<file path="src/rtl/lfsr_pkg.sv">
// Shared defaults for the LFSR sample FIFO: sample width, FIFO depth and level width.
package lfsr_pkg;
    localparam int WIDTH_DEFAULT = 8;
    localparam int DEPTH_DEFAULT = 8;
    localparam int LEVEL_W       = $clog2(DEPTH_DEFAULT) + 1;
    localparam int DIV_W         = 4;
endpackage

</file>
<file path="src/rtl/sync_fifo.sv">
// Show-ahead synchronous FIFO: array storage, wrapping pointers, and a registered
// head-of-queue output so the oldest entry is always presented on dout.
module sync_fifo
    import lfsr_pkg::*;
#(
    parameter int WIDTH = WIDTH_DEFAULT,
    parameter int DEPTH = DEPTH_DEFAULT
) (
    input  logic                       clk,
    input  logic                       rst,
    input  logic                       push,
    input  logic                       pop,
    input  logic [WIDTH-1:0]           din,
    output logic [WIDTH-1:0]           dout,
    output logic [$clog2(DEPTH):0]     level,
    output logic                       full,
    output logic                       empty
);
    localparam int AW = $clog2(DEPTH);
    localparam int LW = AW + 1;

    logic [WIDTH-1:0] mem [DEPTH];
    logic [AW-1:0]    wr_ptr_reg;
    logic [AW-1:0]    rd_ptr_reg;
    logic [LW-1:0]    level_reg;
    logic [WIDTH-1:0] dout_reg;
    logic             do_push;
    logic             do_pop;

    assign empty   = (level_reg == '0);
    assign full    = (level_reg == LW'(DEPTH));
    assign do_pop  = pop && !empty;
    // A full FIFO still accepts a push when the head leaves in the same cycle.
    assign do_push = push && (!full || do_pop);

    always_ff @(posedge clk) begin
        if (!rst && do_push) begin
            mem[wr_ptr_reg] <= din;
        end
    end

    always_ff @(posedge clk) begin
        if (rst) begin
            wr_ptr_reg <= '0;
            rd_ptr_reg <= '0;
            level_reg  <= '0;
            dout_reg   <= '0;
        end else begin
            if (do_push) begin
                wr_ptr_reg <= wr_ptr_reg + AW'(1);
            end
            if (do_pop) begin
                rd_ptr_reg <= rd_ptr_reg + AW'(1);
            end
            case ({do_push, do_pop})
                2'b10:   level_reg <= level_reg + LW'(1);
                2'b01:   level_reg <= level_reg - LW'(1);
                default: level_reg <= level_reg;
            endcase
            // Head register: next stored entry on pop, or the incoming sample
            // when it becomes the head directly (bypassing the array).
            if (do_pop) begin
                if (level_reg > LW'(1)) begin
                    dout_reg <= mem[rd_ptr_reg + AW'(1)];
                end else if (do_push) begin
                    dout_reg <= din;
                end
            end else if (do_push && empty) begin
                dout_reg <= din;
            end
        end
    end

    assign dout  = dout_reg;
    assign level = level_reg;
endmodule

</file>
<file path="src/rtl/lfsr_sample_fifo.sv">
// Samples an upstream LFSR state every div+1 enabled cycles into a show-ahead FIFO,
// with a sticky overflow flag for samples dropped while full.
module lfsr_sample_fifo
    import lfsr_pkg::*;
#(
    parameter int WIDTH = WIDTH_DEFAULT,
    parameter int DEPTH = DEPTH_DEFAULT
) (
    input  logic                   clk,
    input  logic                   rst,
    input  logic [WIDTH-1:0]       lfsr_bits,
    input  logic                   enable,
    input  logic [DIV_W-1:0]       div,
    output logic [WIDTH-1:0]       out_data,
    output logic                   out_valid,
    input  logic                   out_ready,
    output logic [$clog2(DEPTH):0] level,
    output logic                   overflow,
    input  logic                   clear_ovf
);
    logic [DIV_W-1:0] count_reg;
    logic             overflow_reg;
    logic             strobe;
    logic             fifo_full;
    logic             fifo_empty;
    logic             drop;

    // ">=" rather than "==" so lowering div below count strobes immediately.
    assign strobe = enable && (count_reg >= div);
    assign drop   = strobe && fifo_full && !(out_valid && out_ready);

    always_ff @(posedge clk) begin
        if (rst || !enable || strobe) begin
            count_reg <= '0;
        end else begin
            count_reg <= count_reg + DIV_W'(1);
        end
    end

    always_ff @(posedge clk) begin
        if (rst) begin
            overflow_reg <= 1'b0;
        end else if (drop) begin
            overflow_reg <= 1'b1;
        end else if (clear_ovf) begin
            overflow_reg <= 1'b0;
        end
    end

    sync_fifo #(
        .WIDTH (WIDTH),
        .DEPTH (DEPTH)
    ) u_fifo (
        .clk   (clk),
        .rst   (rst),
        .push  (strobe),
        .pop   (out_ready),
        .din   (lfsr_bits),
        .dout  (out_data),
        .level (level),
        .full  (fifo_full),
        .empty (fifo_empty)
    );

    assign out_valid = !fifo_empty;
    assign overflow  = overflow_reg;
endmodule

</file>
<file path="config.mk">
export PLATFORM = sky130hd
export DESIGN_NAME = lfsr_sample_fifo
export DESIGN_NICKNAME = d
export VERILOG_FILES = /design/src/rtl/lfsr_pkg.sv /design/src/rtl/sync_fifo.sv /design/src/rtl/lfsr_sample_fifo.sv
export SDC_FILE = /design/constraint.sdc
export NUM_CORES = 1
export LEC_CHECK = 0
export CAP_MARGIN = 10
export CELL_PAD_IN_SITES_DETAIL_PLACEMENT = 0
export CELL_PAD_IN_SITES_GLOBAL_PLACEMENT = 1
export CORE_ASPECT_RATIO = 0.7
export CORE_UTILIZATION = 48
export DETAILED_ROUTE_END_ITERATION = 6
export MAX_ROUTING_LAYER = met4
export PLACE_DENSITY = 0.82
export RECOVER_POWER = 50
export SETUP_SLACK_MARGIN = 0.1
export SYNTH_ARGS = -nofsm -noshare
export SYNTH_HDL_FRONTEND = slang
export SYNTH_SLANG_ARGS = --single-unit
</file>
<file path="constraint.sdc">
create_clock -name clk -period 3.5 [get_ports clk]
set_input_delay 0.35 -clock clk [delete_from_list [all_inputs] [get_ports clk]]
set_output_delay 0.35 -clock clk [all_outputs]
set_load 0.01 [all_outputs]
</file>
==> flow_results.org <==
** Status
- Outcome :: finished, final reports clean

** Timing
- Pin slew with the least headroom to its limit :: 0.759 ns
- FMAX :: 371 MHz
- Measured against its own limit, the worst slew margin works out to 49.4%.
- Hold violation total from the final report :: 0
- Count of pins over their slew limit :: 0
- Aggregate negative setup slack :: 0 ns
- Shortest period the worst path allows :: 2.69 ns
- The worst path uses 77.0% of the clock period.
- Across the routed clock network, the largest skew measured is about 0.013 ns.
- Setup violations remaining at the end of the flow were counted as 0.
- Unrepaired setup endpoints after global routing :: false

** Floorplanning
- Floorplan core area :: 0.00745 mm²
- The die covers 0.00825 mm².
- Measured along the y axis, the die boundary spans 76.3 µm.
- Floorplan row count :: 26
- The initial utilization of the core area, before any placement, comes to 50.8%.
- The floorplan step set the die width to between 100 and 150 µm.
- 31 I/O pins were placed.

** Drt
- Before antenna repair, the detailed router went through 4 iterations.
- After detailed routing, the average wire length per cell comes to around 17 µm.
- The routed design has 6.93 mm of wire.
- Antenna Violating Nets Remaining :: 0
- Detailed routing inserted a total of about 2200 vias.
- Routed via count divided by cell count :: 5.55
- Number of remaining DRC errors :: 0
- Number of DRC markers after the initial detailed-route iteration :: 148

** Power and ir drop
- The internal power of the cells totals 0.00180 W.
- In this run the power spent charging and discharging nets is 0.000828 W.
- In this run the static leakage power is 1.48 nW.
- The share of total power dissipated in sequential elements is 46.5%.
- Clock share of power :: 23.2%
- Areal power density over the cells :: between 600 and 700 mW/mm²
- Peak supply drop :: 0.000390 V
- Switching share of total power :: a little under a third
- Logic pwr share :: 30.3%

** Finish
- Area growth, synth to finish :: 15.6%
- Design area :: 0.00438 mm²
- Max FFs per register :: 64
- Final net count :: around 320
- Number of inserted diodes :: 0
- Fraction of final layout cells sized beyond drive strength 1 :: between 10% and 20%

** Global routing
- Total congestion overflow after global routing :: 0
- Number of global-route vias before repair :: about 2100
- Total global-route track usage :: 19.0%
- The number of antenna violations at the first check in global routing was 0.
- Wire length of the first global-routing pass :: 11.1 mm
- Entering global routing, the biggest net connects 24 pins.

** Synthesis
- For this run, the leading register cell type out of synthesis is edfxtp_1.
- The Yosys step of the flow raised 0 warnings.
- Async SR Flop Fraction :: 0%
- Instance count of the mapped netlist :: about 260
- Summing every instance area after synthesis gives 0.00379 mm².
- The share of the Yosys chip area taken by registers is between 60% and 70%.
- Flops & latches, synth :: slightly below 90
- Post-synth EDFFs :: 64
- Averaged over all synthesized cells, the footprint is about 15 µm².
- Syn Nets :: 284
- The synthesized netlist contains 43 unique library cells.

** Placed design
- Detailed placement ended at an HPWL of 4.69 mm.
- Total cell area at the placement stage :: about 0.0042 mm²
- Port buffering added 30 buffers.
- Placer's final routability congestion estimate :: around 0.84

** Clock tree
- The H-tree generated during clock tree synthesis spans 3 levels.
- Hold buffer count at cts :: 0
- Insertion delay to the later sink of the worst-skew pair :: 0.35 ns
- CTS saw 87 sinks.
- Number of CTS-inserted buffers :: 9
- CTS Buffer Depth :: 2
- Clock tree synthesis selected as its root buffer the cell clkbuf_8.
- TritonCTS built the clock tree.
- After clock tree synthesis, the clock-pin slew on the worst setup and hold paths is 0.09 ns.
- Total of cells resized after clock tree synthesis :: 0
- Post-CTS timing repair inserted 0 buffers for setup.

** Critical path
- STA classifies the critical path startpoint as an input port.
- Gate family responsible for the most delay along the worst path :: simple AND/OR/NAND/NOR gates
- Arrival @ worst endpoint :: 2.75 ns
- Of all nets on the critical path, the largest fanout is 10.
- Cell breakdown of the critical path :: dlygate4sd3_1 > inv_1 > ha_1 > o211ai_1 > o21ai_2 > nand3b_1 > or2_1 > nor3_1 > buf_4
- Endpoint required time on the critical path :: 3.56 ns
- Counting both buffers and inverters, the worst setup path holds a total of 3.
- The slowest stage of the critical path is the dlygate4sd3_1 cell.
- Classification of the worst setup path :: in -> reg
- Type of destination of the critical path :: register
- Largest stage delay on the critical path :: 0.52 ns

** Job
- Max-cap check violation count :: 0

** Worst hold path
- Min-Delay Path Class :: reg -> reg
## synth_stat cells, types with 2 or more instances
cell type | count | area share, %
a21oi_1 | 12 | 1.6
nor4_1 | 2 | 0.33
o211ai_1 | 2 | 0.40
dfxtp_1 | 23 | 12
nand3b_1 | 3 | 0.59
nand2b_1 | 2 | 0.33
nand2_1 | 5 | 0.50
nand3_1 | 3 | 0.40
a2111o_1 | 8 | 2.4
xnor2_1 | 2 | 0.46
o21a_1 | 2 | 0.40
o21ai_0 | 7 | 0.93
nor3_1 | 9 | 1.2
mux2i_1 | 11 | 2.9
buf_6 | 3 | 0.89
o21ai_1 | 2 | 0.26
nor2_1 | 23 | 2.3
buf_2 | 5 | 0.66
nor4b_1 | 2 | 0.46
xor2_1 | 4 | 0.93
inv_1 | 12 | 1.2
clkbuf_1 | 6 | 0.59
a211oi_1 | 2 | 0.40
mux4_2 | 16 | 9.5
edfxtp_1 | 64 | 51
ha_1 | 10 | 3.3
## routing by layer
metal / share of wire, % / wire length [µm] / vias to the layer above / track usage [%]
met3: 6.7 / 467 / 7 / 5.39
met4: 0.68 / 47 / 0 / 3.29
li1: - / - / 1059 / -
met1: 51 / 3520 / 1065 / 28.8
met2: 42 / 2890 / 66 / 25.6
met5: 0 / 0 / - / -
## worst reg2reg max path: cells and delay by family (launching register included)
family                   cells  cell delay [ns]
AO/OA/AOI/OAI                1             0.36
AND/OR/NAND/NOR              4             0.97
adder cells (fa/ha/maj)      1             0.27
buffers and inverters        2             0.26
flip-flops                   1             0.39
## power by group through the flow
stage               clock (W)  combinational (W)  sequential [W]
floorplan                   0           0.000564         0.00126
global placement            0           0.000812         0.00125
detailed placement          0           0.000814         0.00125
CTS                  0.000628           0.000823         0.00123
global route         0.000671           0.000885         0.00123
finish               0.000612           0.000797         0.00122
## path summary, 6_finish.rpt
check                                    start  depth (start not counted)                                 to  slack (ns)
min reg2reg  u_fifo.rd_ptr_reg[1]$_SDFFE_PP0N_                          2  u_fifo.rd_ptr_reg[1]$_SDFFE_PP0N_        0.47
max reg2reg            count_reg[0]$_SDFF_PP0_                          8         u_fifo.mem[5][5]$_DFFE_PP_        0.95
min          u_fifo.rd_ptr_reg[1]$_SDFFE_PP0N_                          2  u_fifo.rd_ptr_reg[1]$_SDFFE_PP0N_        0.47
max                                     div[2]                          9         u_fifo.mem[5][5]$_DFFE_PP_        0.81
## logic make-up after synthesis
group | count (synthesis) | synth area share, %
AO/OA/AOI/OAI | 39 | 7.27
XOR/XNOR | 7 | 2.12
adder cells (fa/ha/maj) | 10 | 3.30
buffers and inverters | 27 | 3.54
flip-flops | 87 | 62.9
multiplexers | 28 | 12.7
AND/OR/NAND/NOR | 59 | 8.13
## cell type report
class / instances / area [µm²]
multi-input combinational: 143 / 1280
sequential: 87 / 2380
timing repair buffer: 41 / 383
fill: 595 / 3070
tap: 98 / 123
clock inverter: 6 / 43.8
clock buffer: 9 / 124
inverter: 12 / 45.0
## through the flow
step                total power (W)  utilization, %  setup slack, ns  instances  hold WS [ns]
CTS                         0.00268            58.8            0.913        396         0.470
global placement            0.00206            56.5            0.642        381         0.448
finish                      0.00263            58.8            0.806        396         0.465
floorplan                   0.00183               -            0.696        257         0.430
detailed placement          0.00206            56.5            0.559        381         0.457
global route                0.00279            58.8            0.671        396         0.499
## cells in the final DEF, fill, tap and decap left out, types with 2 or more instances in the layout
cell / netlist / routed
nand2_1: 5 / 5
nor3_1: 9 / 9
dlygate4sd3_1: 0 / 22
nand3b_1: 3 / 3
nand2b_1: 2 / 2
o21ai_1: 2 / 2
o21ai_0: 7 / 7
o211ai_1: 2 / 2
a21oi_1: 12 / 12
edfxtp_1: 64 / 64
inv_6: 0 / 3
buf_4: 1 / 11
xor2_1: 4 / 4
nand3_1: 3 / 3
nor2_1: 23 / 23
mux2i_1: 11 / 11
inv_1: 12 / 12
a2111o_1: 8 / 8
clkdlybuf4s50_1: 0 / 8
mux4_2: 16 / 16
xnor2_1: 2 / 2
a211oi_1: 2 / 2
o21a_1: 2 / 2
dfxtp_1: 23 / 23
ha_1: 10 / 10
nor4_1: 2 / 2
clkbuf_8: 0 / 9
Note: power is estimated with default switching activity, not from simulation.
